$ cat config.mk
export PLATFORM = sky130hd
export DESIGN_NAME = note_duration_timer
export DESIGN_NICKNAME = d
export VERILOG_FILES = /design/src/rtl/sng_pkg.sv /design/src/rtl/tick_prescaler.sv /design/src/rtl/note_duration_timer.sv
export SDC_FILE = /design/constraint.sdc
export NUM_CORES = 1
export LEC_CHECK = 0
export BUFFER_PORTS_ARGS = -buffer_cell sky130_fd_sc_hd__buf_4
export CAP_MARGIN = 20
export CORE_MARGIN = 2
export CORE_UTILIZATION = 40
export DETAILED_ROUTE_END_ITERATION = 8
export PLACE_DENSITY = 0.56
export SYNTH_ARGS = -nofsm -noshare
export SYNTH_HDL_FRONTEND = slang
export SYNTH_SLANG_ARGS = --single-unit
$ cat constraint.sdc
create_clock -name clk -period 6.1 [get_ports clk]
set_input_delay 0.61 -clock clk [delete_from_list [all_inputs] [get_ports clk]]
set_output_delay 0.61 -clock clk [all_outputs]
set_load 0.01 [all_outputs]
$ cat src/rtl/sng_pkg.sv
// Shared song-path types: word field widths, decoded length, timer states.
// Used by the sequencer, the duration timer and the tone stage.
package sng_pkg;

  localparam int LEN_W     = 4;
  localparam int REM_W     = 5;
  localparam int MAX_UNITS = 16;

  typedef enum logic [1:0] {
    IDLE,
    FETCH,
    LOAD,
    COUNT
  } sng_state_e;

  // A zero duration code stands for the longest note.
  function automatic logic [REM_W-1:0] decode_len(
    input logic [LEN_W-1:0] len
  );
    logic [REM_W-1:0] r;
    r = (len == '0) ? REM_W'(MAX_UNITS) : REM_W'(len);
    return r;
  endfunction

endpackage

$ cat src/rtl/tick_prescaler.sv
// Divides clk down to one tick strobe per duration unit.
// Freezes while run is low; clear restarts the unit from zero.
module tick_prescaler #(
  parameter int unsigned TICK_DIV = 3125000
) (
  input  logic clk,
  input  logic rst,
  input  logic run,
  input  logic clear,
  output logic tick
);

  localparam int unsigned PW = (TICK_DIV > 1) ? $clog2(TICK_DIV) : 1;
  localparam logic [PW-1:0] LAST = PW'(TICK_DIV - 1);

  logic [PW-1:0] cnt;

  assign tick = run && (cnt == LAST);

  always_ff @(posedge clk) begin
    if (!rst) begin
      cnt <= '0;
    end else if (clear) begin
      cnt <= '0;
    end else if (run) begin
      cnt <= tick ? '0 : cnt + PW'(1);
    end
  end

endmodule

$ cat src/rtl/note_duration_timer.sv
// Counts out each note's duration in tempo ticks and strobes note_change,
// waiting out the song ROM latency before sampling the next length.
module note_duration_timer
  import sng_pkg::*;
#(
  parameter int unsigned TICK_DIV   = 3125000,
  parameter int unsigned LOAD_DELAY = 2,
  parameter int unsigned GAP_TICKS  = 1
) (
  input  logic             clk,
  input  logic             rst,
  input  logic             en,
  input  logic [LEN_W-1:0] length,
  output logic             note_change,
  output logic             articulate,
  output logic             tick,
  output logic [REM_W-1:0] remaining,
  output logic             busy
);

  if (LOAD_DELAY < 1) begin : g_bad_delay
    $error("note_duration_timer: LOAD_DELAY must be >= 1");
  end
  if (TICK_DIV < LOAD_DELAY + 2) begin : g_bad_div
    $error("note_duration_timer: TICK_DIV must be >= LOAD_DELAY+2");
  end

  localparam int unsigned DW =
    (LOAD_DELAY > 1) ? $clog2(LOAD_DELAY) : 1;
  localparam logic [DW-1:0] DLY_INIT = DW'(LOAD_DELAY - 1);

  sng_state_e       state_q, state_d;
  logic [DW-1:0]    dly_q, dly_d;
  logic [REM_W-1:0] rem_q, rem_d;
  logic             art_q, art_d;
  logic             run;
  logic             clear;
  logic             last_unit;

  assign run       = en && (state_q != IDLE);
  assign clear     = en && (state_q == IDLE);
  assign last_unit = (rem_q == REM_W'(1));

  tick_prescaler #(
    .TICK_DIV(TICK_DIV)
  ) u_presc (
    .clk  (clk),
    .rst  (rst),
    .run  (run),
    .clear(clear),
    .tick (tick)
  );

  assign note_change = tick && (state_q == COUNT) && last_unit;

  always_comb begin
    state_d = state_q;
    dly_d   = dly_q;
    rem_d   = rem_q;
    if (en) begin
      unique case (state_q)
        IDLE: begin
          state_d = FETCH;
          dly_d   = DLY_INIT;
        end
        FETCH: begin
          if (dly_q == '0) state_d = LOAD;
          else dly_d = dly_q - DW'(1);
        end
        LOAD: begin
          rem_d   = decode_len(length);
          state_d = COUNT;
        end
        COUNT: begin
          if (tick) begin
            if (last_unit) begin
              state_d = FETCH;
              dly_d   = DLY_INIT;
            end else begin
              rem_d = rem_q - REM_W'(1);
            end
          end
        end
      endcase
    end
  end

  // Registered from next-state so the mute gap lines up with the count.
  always_comb begin
    art_d = (state_d == COUNT) && (GAP_TICKS != 0) &&
            (32'(rem_d) <= GAP_TICKS);
  end

  always_ff @(posedge clk) begin
    if (!rst) begin
      state_q <= IDLE;
      dly_q   <= '0;
      rem_q   <= '0;
      art_q   <= 1'b0;
    end else begin
      state_q <= state_d;
      dly_q   <= dly_d;
      rem_q   <= rem_d;
      art_q   <= art_d;
    end
  end

  assign remaining  = rem_q;
  assign articulate = art_q;
  assign busy       = (state_q != IDLE);

endmodule

# == Word level (Yosys, flattened, before mapping) ==
# Index checks and enable logic that the tools add are counted.
# Widths: inputs -> output; s select.
# classes
n_addsub,3
n_mul,0
div,0
n_lt_le_gt_ge,1
eq_ne,8
shifts,0
muxes,15
bitwise_logic,1
reduce_logical,12
# ops
cell,n
$add 22x1->22 const B,1
$eq 22x22->1 const B,1
$mux 22,1
$mux 5,4
$pmux 5 s2,1
$mux 2,4
$pmux 2 s4,1
$eq 2x2->1 const B,3
$logic_and 1x1->1,6
$eq 5x1->1 const B,1
$le 5x1->1 const B,1
$sub 5x1->5 const B,1
$logic_not 4->1,1
$ne 2x2->1 const B,2
$reduce_and 4->1,1
$mux 1,3
$pmux 1 s3,1
$reduce_bool 3->1,1
$eq 2x1->1 const B,1
$logic_not 2->1,1
$reduce_bool 2->1,1
$reduce_or 2->1,1
$not 1->1,1
$sub 1x1->1 const B,1
# totals
reg_bits,31
latch_bits,0
mem_bits_rw,0
mem_bits_ro,0
inputBits,7
output_inout_bits,9
word_cells,45
n_memories,0

# == Depth between registers and ports, before layout ==
# depth
depth_word,8
depth_mapped,10
ltp_nobuf,8

# == By module ==
# Synthesis repeated with hierarchy kept, for this count alone.
# hier_totals
hier_cells,207
hier_area_um2,1710.4
# by_module_without_submodules
mod,instances,cells_each,area_each_um2,seq_area_each_um2
tick_prescaler,1,126,1106.1,440.4
note_duration_timer,1,81,604.3,180.2

# == Least setup slack after synthesis ==
# No wires, ideal clock.
# synth_timing
path_kind,register to output
startpoint,reg u_presc.cnt[4]
endpoint,out note_change
t_arrival_ns,1.525
t_required_ns,5.490
slack_ns,3.965
stages_incl_launch_ff,6
path_buffers,0
cell_sequence,dfxtp_1 or4b_4 nor4_4 nand3_4 clkinv_4 and3_2
# synth_via
elab_chain_cells,4
# synth_rtl
item,line,source
from (decl),tick_prescaler.sv:16,logic [PW-1:0] cnt;
from (signal assigned),tick_prescaler.sv:26,cnt <= tick ? '0 : cnt + PW'(1);
$eq 22x22->1,tick_prescaler.sv:18,assign tick = run && (cnt == LAST);
$logic_and 1x1->1,tick_prescaler.sv:18,
via tick,note_duration_timer.sv:16,"output logic tick,"
$logic_and 1x1->1 (2 in a row),note_duration_timer.sv:54,assign note_change = tick && (state_q == COUNT) && last_unit;
to (decl),note_duration_timer.sv:14,"output logic note_change,"
# The timed path passes the listed nets, and every way through them passes these cells.

# == Worst setup path after layout ==
# layout_timing
startpoint,"reg rem_q[1], in the netlist remaining[1]"
endpoint,out note_change
# layout_via
elab_chain_cells,2
# layout_rtl
item,line,source
from (decl),note_duration_timer.sv:34,"logic [REM_W-1:0] rem_q, rem_d;"
from (signal assigned),note_duration_timer.sv:103,rem_q <= rem_d;
$eq 5x1->1,note_duration_timer.sv:42,assign last_unit = (rem_q == REM_W'(1));
$logic_and 1x1->1,note_duration_timer.sv:54,
# Every way passes these cells.

==> flow_summary.json <==
{
  "synth_xor_area_share_pct": 8.340,
  "avgRoutedWirePerCell_um": 13.31,
  "num_rows": 23,
  "syn-cell-area_sq_mm": 0.001680,
  "cts_resized": 0,
  "dp_hpwl_um": 2602,
  "holdPathStages": 2,
  "synth_top_area_cell": "dfxtp_1",
  "io_pins": 16,
  "synthMuxAreaShare_pct": 1.787,
  "switchingPower_w": 0.00009244,
  "avgSynthCellArea_sq_um": 8.402,
  "fin_tns_setup_ns": 0,
  "finClkSkew_ns": 0.007611,
  "synthDistinctLibCells": 45,
  "synth_nets": 210,
  "finalCritPeriodShare_pct": 43.58,
  "cts-buffers-inserted": 5,
  "synth-warning-count": 0,
  "cts_tree": "built",
  "cts-root-buf": "clkbuf_8",
  "ys_seq_area_share_pct": 36.93,
  "antenna_found_initial": 0,
  "cp-start-kind": "flip-flop",
  "p_comb_share_pct": 7.1,
  "synth_top_family_by_area": "simple AND/OR/NAND/NOR gates",
  "grt_start_max_net_pins": 20,
  "synthArstFlopShare_pct": 0,
  "critPathMaxFanout": 5,
  "synth_fa_ha_area_share_pct": 2.234,
  "p_sw_share_pct": 23.72,
  "detail_route.iter0.violations": 93,
  "powerDensity_mw_per_mm2": 204.0,
  "critPathRequiredTime_ns": 5.49,
  "diodes": 0,
  "fp.coreArea_sq_mm": 0.004029,
  "netlist_instances": 200,
  "clock_power_share_pct": 39.0,
  "seq_power_share_pct": 53.9,
  "io_buffers": 15,
  "gr-usage-met2_pct": 24.88,
  "grtUsageTotal_pct": 16.94,
  "cts-htree-levels": 2,
  "drv_cap": 0,
  "start_util_pct": 41.71,
  "cts_sinks": 31,
  "use_met3_pct": 6.331,
  "setup_viol_count_final": 0,
  "hp-class": "reg -> reg",
  "postCtsHoldBufs": 0,
  "busiest_layer": "met2",
  "p_int_w": 0.0002973,
  "fin_crit_ns": 2.658,
  "gp_congestion": 0.8000,
  "synth_edf_count": 0,
  "gr-usage-met1_pct": 22.33,
  "max-slew-margin-rel_pct": 41.94,
  "synthToLayoutAreaGrowth_pct": 13.70,
  "rr_worst_depth": 8,
  "synth_area_leaders": "dfxtp_1 37%, xor2_1 6.3%, nor2_1 6.0%",
  "clk_pin_slew_ns": 0.06,
  "synth-seq-cells": 31,
  "crit_arrival_ns": 2.05,
  "irDropWorstVdd_mv": 0.1661,
  "rsz0062_at_grt": "false",
  "synth-compound-area-share_pct": 10.50,
  "run_status": "finished clean",
  "hold_viol": 0,
  "cts_setup_buffers": 0,
  "die_area_sq_mm": 0.004736,
  "synthSimpleGateAreaFrac_pct": 37.01,
  "worst_skew_pair.late_latency_ns": 0.29,
  "synth_top_area_share_pct": 36.93,
  "viasPerCell": 5.423,
  "antenna_left": 0,
  "grt_overflow": 0,
  "p_leak_nw": 0.6943,
  "drive_above_1_share_pct": 17.51,
  "worstSetupPathType": "reg -> out",
  "grt_pass1_wl_um": 5796,
  "cts_buffer_depth": 2,
  "clock.fmax_ghz": 0.3762,
  "firstDrtPassIters": 4,
  "maxSlewViolCount": 0,
  "whs_ns": 0.5107,
  "vias": 1448,
  "first_global_vias": 1255,
  "wl_um": 3554,
  "synth_ff_type": "dfxtp_1",
  "die_h_um": 68.82,
  "tightest_slew_ns": 0.8588,
  "post-route-drc-count": 0,
  "worst_setup_path_end_kind": "output pin",
  "num-nets-final": 226,
  "die_w_um": 68.82
}
[registers in the layout (all words and copies together) (netlist names)]
register,count
remaining,5
dly_q,1
u_presc.cnt,22
articulate,1
state_q,2
[Yosys cell counts (2+ instances only)]
library cell,number
ha_1,3
a211oi_1,2
and2_2,3
nand3_2,2
buf_2,3
and2_1,2
or3_1,4
clkbuf_1,3
dfxtp_1,31
nor3b_1,4
mux2i_1,3
o21a_1,4
nor3_1,6
a21oi_1,10
inv_1,5
nand4_1,9
xor2_1,12
a21boi_0,2
nor2b_1,5
nand3_1,7
and3_1,4
nor2_1,27
nand2_1,19
o21ai_0,6
xnor2_1,4
[path summary, 6_finish.rpt]
path                  start              to  slack (ns)
max            remaining[1]     note_change        3.44
min          u_presc.cnt[1]  u_presc.cnt[1]        0.51
max reg2reg    remaining[1]      articulate        3.84
min reg2reg  u_presc.cnt[1]  u_presc.cnt[1]        0.51
[cell usage in the layout, fill, tap and decap left out, types with 2 or more instances in the layout]
master,synthesis,final
and2_2,3,3
nand3_2,2,2
xor2_1,12,12
and2_1,2,2
a211oi_1,2,2
or3_1,4,4
a21oi_1,10,10
mux2i_1,3,3
clkbuf_1,3,2
inv_1,5,5
nand3_1,7,7
nand2_1,19,19
nor3_1,6,6
o21ai_0,6,6
a21boi_0,2,2
o21a_1,4,4
and3_1,4,4
nand4_1,9,9
nor3b_1,4,4
buf_4,0,15
ha_1,3,3
nor2b_1,5,5
xnor2_1,4,4
dfxtp_1,31,31
clkbuf_8,0,5
nor2_1,27,27
[critical path, cell delays in order, from the launching register on]
cell	delay, ns
dfxtp_1	0.33
inv_1	0.13
ha_1	0.20
nor4b_1	0.71
and3_2	0.29
buf_4	0.11
[layer usage]
metal | share of wire [%] | vias up | wire (um)
li1 | - | 734 | -
met1 | 51 | 685 | 1796
met2 | 44 | 23 | 1547
met3 | 4.2 | 6 | 151
met4 | 1.6 | 0 | 58
met5 | 0 | - | 0
[cell type report]
class	instances	area [sq um]
repair buffers	15	112.6
clock buffers	7	76.32
fillers	410	2118
clock inverters	1	5.005
flip-flops and latches	31	620.6
inverters	6	27.53
multi-input cells	157	1006
well taps	50	62.56
[through the flow]
stage | std cells | utilization, % | setup WS, ns | power, W | area [sq um]
after CTS | 267 | 47.42 | 3.482 | 0.0003963 | 1911
after detailed placement | 259 | 45.40 | 3.740 | 0.0002419 | 1829
after floorplan | 200 | - | 3.965 | 0.0002316 | 1680
final | 267 | 47.42 | 3.442 | 0.0003897 | 1911
after global placement | 259 | 45.40 | 3.779 | 0.0002415 | 1829
after global routing | 267 | 47.42 | 3.331 | 0.0004093 | 1911
[power by group through the flow]
stage	clock network, W	registers (W)	logic (W)
after CTS	0.000159	0.000210	0.0000278
final	0.000152	0.000210	0.0000278
after global placement	0	0.000214	0.0000272
after detailed placement	0	0.000214	0.0000276
after global routing	0.000168	0.000211	0.0000307
after floorplan	0	0.000212	0.0000198
[cell families (layout without fill, tap and decap cells)]
group                      count (synthesis)  count (layout)
AOI/OAI and AO/OA                         28              28
and+or+nand+nor                          107             107
muxes                                      3               3
DFF                                       31              31
buffers and inverters                     12              29
adders and majority gates                  3               3
xor gates and xnor gates                  16              16
Power figures use the tool's default switching activity.
